<file path="src/rtl/bcd_down_timer.sv">
// Two-digit BCD countdown timer with load, pause, and on-the-fly subtraction.
// A single shared BCD subtractor handles plain ticks (subtract 0 with borrow-in),
// sub requests, and a sub request coinciding with a tick (borrow-in folds the tick in).
module bcd_down_timer (
    input  logic       clk,
    input  logic       rst_n,
    input  logic       load,
    input  logic [3:0] load_ten,
    input  logic [3:0] load_unit,
    input  logic       tick,
    input  logic       hold,
    input  logic       sub_req,
    input  logic [3:0] sub_ten,
    input  logic [3:0] sub_unit,
    output logic       sub_ack,
    output logic [3:0] ten,
    output logic [3:0] unit,
    output logic       running,
    output logic       expired,
    output logic       bad_bcd
);

    localparam logic [1:0] IDLE = 2'd0;
    localparam logic [1:0] RUN  = 2'd1;
    localparam logic [1:0] DONE = 2'd2;

    logic [1:0] state, state_nx;
    logic [3:0] ten_nx, unit_nx;
    logic       exp_nx, ack_nx, bad_nx;

    logic       load_ok, sub_ok, tick_eff, cin;
    logic [3:0] op_ten, op_unit;
    logic [4:0] u_diff, t_diff;
    logic       u_brw, t_brw, hit_zero;
    logic [3:0] u_res, t_res;

    assign load_ok  = (load_ten <= 4'd9) && (load_unit <= 4'd9);
    assign sub_ok   = (sub_ten  <= 4'd9) && (sub_unit  <= 4'd9);
    assign tick_eff = tick && !hold && (state == RUN);

    // Digit-wise BCD subtract of the selected operand plus optional tick borrow-in
    always_comb begin
        op_ten  = (sub_req && !load) ? sub_ten  : 4'd0;
        op_unit = (sub_req && !load) ? sub_unit : 4'd0;
        cin     = tick_eff;
        u_diff  = {1'b0, unit} - {1'b0, op_unit} - {4'd0, cin};
        u_brw   = u_diff[4];
        u_res   = u_brw ? (u_diff[3:0] + 4'd10) : u_diff[3:0];
        t_diff  = {1'b0, ten} - {1'b0, op_ten} - {4'd0, u_brw};
        t_brw   = t_diff[4];
        t_res   = t_brw ? (t_diff[3:0] + 4'd10) : t_diff[3:0];
        // A borrow out of the tens digit means the result went negative: floor at 00
        hit_zero = t_brw || ((t_res == 4'd0) && (u_res == 4'd0));
    end

    // Next-state / next-output selection with load > sub_req > tick priority
    always_comb begin
        state_nx = state;
        ten_nx   = ten;
        unit_nx  = unit;
        exp_nx   = 1'b0;
        ack_nx   = 1'b0;
        bad_nx   = 1'b0;
        if (load) begin
            if (!load_ok) begin
                bad_nx = 1'b1;
            end else begin
                ten_nx  = load_ten;
                unit_nx = load_unit;
                if ((load_ten == 4'd0) && (load_unit == 4'd0)) begin
                    state_nx = DONE;
                    exp_nx   = 1'b1;
                end else begin
                    state_nx = RUN;
                end
            end
        end else if (sub_req) begin
            if (!sub_ok) begin
                bad_nx = 1'b1;
            end else begin
                ack_nx = 1'b1;
                if (state == RUN) begin
                    if (hit_zero) begin
                        ten_nx   = 4'd0;
                        unit_nx  = 4'd0;
                        state_nx = DONE;
                        exp_nx   = 1'b1;
                    end else begin
                        ten_nx  = t_res;
                        unit_nx = u_res;
                    end
                end
            end
        end else if (tick_eff) begin
            if (hit_zero) begin
                ten_nx   = 4'd0;
                unit_nx  = 4'd0;
                state_nx = DONE;
                exp_nx   = 1'b1;
            end else begin
                ten_nx  = t_res;
                unit_nx = u_res;
            end
        end
    end

    // State and registered outputs
    always_ff @(posedge clk or negedge rst_n) begin
        if (!rst_n) begin
            state   <= IDLE;
            ten     <= 4'd0;
            unit    <= 4'd0;
            running <= 1'b0;
            expired <= 1'b0;
            sub_ack <= 1'b0;
            bad_bcd <= 1'b0;
        end else begin
            state   <= state_nx;
            ten     <= ten_nx;
            unit    <= unit_nx;
            running <= (state_nx == RUN);
            expired <= exp_nx;
            sub_ack <= ack_nx;
            bad_bcd <= bad_nx;
        end
    end

endmodule

</file>
<file path="config.mk">
export PLATFORM = sky130hd
export DESIGN_NAME = bcd_down_timer
export DESIGN_NICKNAME = d
export VERILOG_FILES = /design/src/rtl/bcd_down_timer.sv
export SDC_FILE = /design/constraint.sdc
export NUM_CORES = 1
export LEC_CHECK = 0
export ABC_AREA = 0
export CAP_MARGIN = 20
export CORE_MARGIN = 5
export CORE_UTILIZATION = 30
export CTS_BUF_LIST = sky130_fd_sc_hd__clkbuf_4
export CTS_CLUSTER_SIZE = 28
export DETAILED_ROUTE_END_ITERATION = 10
export DONT_BUFFER_PORTS = 1
export PLACE_DENSITY = 0.48
export SLEW_MARGIN = 20
export SYNTH_ARGS = -nofsm -noshare
export SYNTH_HDL_FRONTEND = slang
export SYNTH_SLANG_ARGS = --single-unit
</file>
<file path="constraint.sdc">
create_clock -name clk -period 5.2 [get_ports clk]
set_input_delay 1.3 -clock clk [delete_from_list [all_inputs] [get_ports clk]]
set_output_delay 1.3 -clock clk [all_outputs]
set_load 0.01 [all_outputs]
</file>
# --- Word-level counts from Yosys, hierarchy flattened ---
# Index checks and enable logic that the tools add are counted.
word_totals:
  ff_bits: 14
  out_inout_bits: 12
classes:
  add_sub_neg: 6
  n_reduce_logical: 16
  muxes: 41
  n_eq_ne: 5
  order_cmp: 4
op_table:
  columns: ["cell", "count"]
  rows:
  - ["2-to-1 mux 4 bit", 18]
  - ["<= comparator 4 bit, second input constant", 4]
  - ["zero test 4 bit", 4]
  - ["2-to-1 mux 2 bit", 8]
  - ["2-to-1 mux 1 bit", 15]
  - ["subtractor 4 x 4 -> 5 bit", 2]
  - ["subtractor 5 x 1 -> 5 bit", 2]
  - ["adder 4 bit, second input constant", 2]
  - ["logical AND 1 bit", 7]
  - ["!= test 3 x 2 -> 1 bit, second input constant", 2]
  - ["== test 2 x 1 -> 1 bit, second input constant", 2]
  - ["AND reduction 4 bit", 1]
  - ["nonzero test 3 bit", 1]
  - ["zero test 1 bit", 2]
  - ["!= test 2 x 1 -> 1 bit, second input constant", 1]
  - ["logical OR 1 bit", 1]

# --- Longest topological paths before layout ---
depth:
  word_depth: 17
  depth_mapped: 18
  ltp_nobuf: 16

# --- Worst setup path before layout ---
# OpenSTA, ideal clock, no wires.
synth_timing:
  path_kind: "input port to flip-flop"
  start: "input port load"
  end: "register running"
  setup_time_ns: 0.094
  t_arrival_ns: 5.185
  slack_ns: -0.079
  stages: 17
  n_path_buf: 2
  path_cell_list: "clkbuf_1 nor2b_1 clkbuf_1 and2_1 fa_1 fa_1 and2_1 o221ai_4 fa_1 inv_1 fa_1 nand2b_1 a21oi_1 xor2_1 a2111o_1 o211ai_1 a211oi_1"
synth_via:
  elab_chain_len: 17
  elab_cells_between_ends: 23
  classes_between: "add/sub (6); eq/ne (1); mux (10); reduce/logical (6)"
synth_lines:
  columns: ["item", "line_no", "rtl"]
  rows:
  - ["start, declared", "7", "input logic load,"]
  - ["zero test 1 bit", "43, 44", null]
  - ["logical AND 1 bit", "43, 44", null]
  - ["2-to-1 mux 4 bit", "44", "op_unit = (sub_req && !load) ? sub_unit : 4'd0;"]
  - ["subtractor 4 x 4 -> 5 bit", "46", "u_diff = {1'b0, unit} - {1'b0, op_unit} - {4'd0, cin};"]
  - ["subtractor 5 x 1 -> 5 bit", "46", null]
  - ["subtractor 5 x 1 -> 5 bit", "49", "t_diff = {1'b0, ten} - {1'b0, op_ten} - {4'd0, u_brw};"]
  - ["adder 4 bit", "51", "t_res = t_brw ? (t_diff[3:0] + 4'd10) : t_diff[3:0];"]
  - ["2-to-1 mux 4 bit", "51", null]
  - ["zero test 4 bit", "53", "hit_zero = t_brw || ((t_res == 4'd0) && (u_res == 4'd0));"]
  - ["logical AND 1 bit", "53", null]
  - ["logical OR 1 bit", "53", null]
  - ["2-to-1 mux 2 bit", "83, 95", null]
  - ["2-to-1 mux 2 bit", "82", "if (state == RUN) begin"]
  - ["2-to-1 mux 2 bit", "78", "if (!sub_ok) begin"]
  - ["2-to-1 mux 2 bit", "77", "end else if (sub_req) begin"]
  - ["2-to-1 mux 2 bit (*)", "64", "if (load) begin"]
  - ["== test 2 x 1 -> 1 bit (*)", "121", "running <= (state_nx == RUN);"]
  - ["end signal, assigned", "121", null]
  - ["end, declared", "18", "output logic running,"]
# Every way passes the cells marked *; elsewhere a longest branch is shown, timed or not.
# A chain may end at the register's enable or synchronous reset.

# --- Worst setup path after layout ---
layout_timing:
  start: "input port sub_req"
  end: "register state[1]"
layout_via:
  elab_chain_len: 15
  elab_cells_between_ends: 21
  classes_between: "add/sub (6); mux (10); reduce/logical (5)"
layout_lines:
  columns: ["item", "line_no", "rtl"]
  rows:
  - ["start, declared", "12", "input logic sub_req,"]
  - ["logical AND 1 bit", "43, 44", null]
  - ["2-to-1 mux 4 bit", "44", null]
  - ["subtractor 4 x 4 -> 5 bit", "46", null]
  - ["subtractor 5 x 1 -> 5 bit", "46", null]
  - ["subtractor 5 x 1 -> 5 bit", "49", null]
  - ["adder 4 bit", "51", null]
  - ["2-to-1 mux 4 bit", "51", null]
  - ["zero test 4 bit", "53", null]
  - ["logical AND 1 bit", "53", null]
  - ["logical OR 1 bit", "53", null]
  - ["2-to-1 mux 2 bit", "83, 95", null]
  - ["2-to-1 mux 2 bit", "82", null]
  - ["2-to-1 mux 2 bit", "78", null]
  - ["2-to-1 mux 2 bit (*)", "77", null]
  - ["2-to-1 mux 2 bit (*)", "64", null]
  - ["via state_nx[1]", "27", "logic [1:0] state, state_nx;"]
  - ["end signal, assigned", "118", "state <= state_nx;"]
  - ["end, declared", "27", null]
# The timed path passes the listed nets; every way through them passes the cells marked *.

==> impl_metrics.toml <==
[setup_path]
cp_data_required_time_ps = 5400
critPathSlowestCell = "fa_1"
slowest_delay_ps = 480
worst_ep_arrival_time_ps = 5070
end_kind = "register"
startpoint_type = "input pin"
cp_max_fo = 6
path_cells = "nor2b_1, and2_1, fa_1, fa_1, and2_1, o221ai_4, fa_1, inv_1, ha_1, xor2_1, nor3_1, o211ai_1, a2111o_1, o21ba_1, o221ai_1"
critPathKind = "in -> reg"
cpMostUsedCell = "fa_1"

[place]
dpl.hpwl_um = 3490
place_area_mm2 = 0.00157
gp_congestion = 0.847
dpl_worst_slack_ps = 7.73
port-buffer-count = 0

[yosys]
ys_dominant_reg_cell = "dfrtp_1"
yosys-top-cells-count = "inv_1 (20), nand2_1 (15), dfrtp_1 (14), ha_1 (14), a21oi_1 (12)"
ys_async_sr_fraction_pct = 100
yosysTopAreaCell = "dfrtp_1"
ys_seq_area_share_pct = 23.6
yosys_warnings = 0
syn-num-nets = 214
synth_most_common_cell = "inv_1"
synthTopCellsByArea = "dfrtp_1 (24%), ha_1 (12%), fa_1 (5.4%)"
synth_area_mm2 = 0.00149
ys_types = 45
syn_area_per_cell_um2 = 8.54
synth_top_area_share_pct = 23.6
syn_inst = 174
synth-edff-count = 0
synth_seq_cells = 14

[finish]
finalNetCount = 217
drive_above_1_share_pct = 7.95
final_cell_area_mm2 = 0.00159
fillCellCount = 523
diodes = 0
area_delta_synth_final_pct = 7.16

[global_routing]
grt_usage_pct = 13.7
grt_overflow = 0
grt_max_degree = 19
antenna_found_initial = 0
grt_pass1_vias = 1317
grt_pass1_wl_um = 6790

[routing]
post_drt_wl_per_cell_um = 17.2
vias = 1285
drt_iter0_markers = 39
routed_wl_um = 4170
antenna_left = 0
firstDrtPassIters = 6
vias_per_cell = 5.29
drc = 0

[floorplan]
io_pins = 34
die_height_um = 80.4
core_mm2 = 0.00475
rows = 25
initial_core_util_pct = 31.2
dieArea_mm2 = 0.00646
die_w_um = 80.4

[clock_tree]
clock_path_buffers = 2
cts_resized = 0
cts_hold_repair.buffers = 0
cts_tree = "built"
clk_latency_ps = 290
clk_pin_slew_ps = 100
htree_levels = 1
root_buffer = "clkbuf_4"
cts_num_sinks = 14
cts_buffers = 3
postCtsSetupBuffers = 0

[timing]
timing.final.ws_setup_ps = 328
setup_viol = 0
post-route-period-util_pct = 93.7
min_period_ps = 4870
drv_slew = 0
tightest_slew_ps = 571
max_freq_ghz = 0.205
skew_ps = 2.94
final-hold-violation-count = 0
rsz0062_at_grt = "false"
holdWs_ps = 610
relSlewSlack_pct = 61.5
setup_tns_ps = 0

[job]
drv_cap = 0

[pwr]
power_density_mw_per_mm2 = 572
leakage_nw = 0.673
ir_drop_mv = 0.274

[hold_path]
hold_path_class = "reg -> reg"

[status]
outcome = "completed"
-- path summary, 6_finish.rpt --
| kind | from | to | slack, ps | depth (start not counted) |
|---|---|---|---|---|
| max | sub_req | state[1] | 330 | 15 |
| min reg2reg | ten[3] | ten[3] | 610 | 2 |
| min | ten[3] | ten[3] | 610 | 2 |
| min in group asynchronous | rst_n | ten[3] | 690 | 0 |
| max reg2reg | state[1] | state[1] | 1000 | 15 |
| max in group asynchronous | rst_n | state[1] | 4440 | 0 |
-- cells by family after synthesis --
group	after synthesis	share of synthesized area (%)
AO/OA/AOI/OAI	50	24.0
XOR/XNOR	8	4.72
adder cells (fa/ha/maj)	18	17.2
buffers and inverters	26	7.58
flip-flops	14	23.6
AND/OR/NAND/NOR	58	22.9
-- power breakdown --
part	switching (mW)	internal, mW	total (mW)
clock	0.0430	0.0279	0.0708
combinational	0.354	0.269	0.624
sequential	0.0632	0.152	0.216
total	0.461	0.450	0.910
-- area by class of cell --
type | instances | area (um2) | area share, %
sequential | 14 | 350 | 22.0
timing repair buffer | 3 | 22.5 | 1.42
clock inverter | 1 | 3.75 | 0.236
multi-input combinational | 134 | 1030 | 64.7
tap | 67 | 83.8 | 5.27
clock buffer | 3 | 22.5 | 1.42
inverter | 21 | 78.8 | 4.95
-- sequential cells by signal, indices dropped and copies added, names as in the netlist --
register	count
ten	4
unit	4
state	2
bad_bcd	1
expired	1
running	1
sub_ack	1
-- metal layers --
metal	part of all wire (%)	vias to the layer above	track usage, %
li1	-	628	-
met1	41	603	16.4
met2	47	45	22.6
met3	9.3	9	4.60
met4	2.8	0	5.41
met5	0	-	0
-- through the flow --
step	instances	total power, mW	util [%]
6_report	243	0.910	33.5
5_1_grt	243	1.02	33.5
4_1_cts	243	0.918	33.5
3_5_place_dp	239	0.844	32.9
3_3_place_gp	239	0.825	32.9
2_1_floorplan	174	0.699	-
-- critical path, delay by kind of cell --
family / cells / cell delay (ps)
and+or+nand+nor: 4 / 820
buffers and inverters: 1 / 70
adders and majority gates: 4 / 1520
AOI/OAI and AO/OA: 5 / 1180
xor gates and xnor gates: 1 / 180
-- cells in the final DEF, fill, tap and decap left out, drive strengths merged, types with 2 or more instances in the layout --
| cell | Yosys | routed |
|---|---|---|
| inv | 20 | 20 |
| nand2 | 15 | 15 |
| ha | 14 | 14 |
| dfrtp | 14 | 14 |
| a21oi | 12 | 12 |
| o21ai | 11 | 11 |
| and2 | 11 | 11 |
| a211oi | 7 | 7 |
| nor2 | 6 | 6 |
| o211ai | 5 | 5 |
| xor2 | 5 | 5 |
| fa | 4 | 4 |
| nor3b | 3 | 3 |
| nor2b | 3 | 3 |
| xnor2 | 3 | 3 |
| nor4 | 3 | 3 |
| nor3 | 3 | 3 |
| nand3b | 3 | 3 |
| clkbuf | 3 | 3 |
| buf | 2 | 3 |
| o221ai | 3 | 3 |
| clkinv | 1 | 2 |
| a31oi | 2 | 2 |
| o22ai | 2 | 2 |
| a221oi | 2 | 2 |
| nand2b | 2 | 2 |
Note: power is estimated with default switching activity, not from simulation.
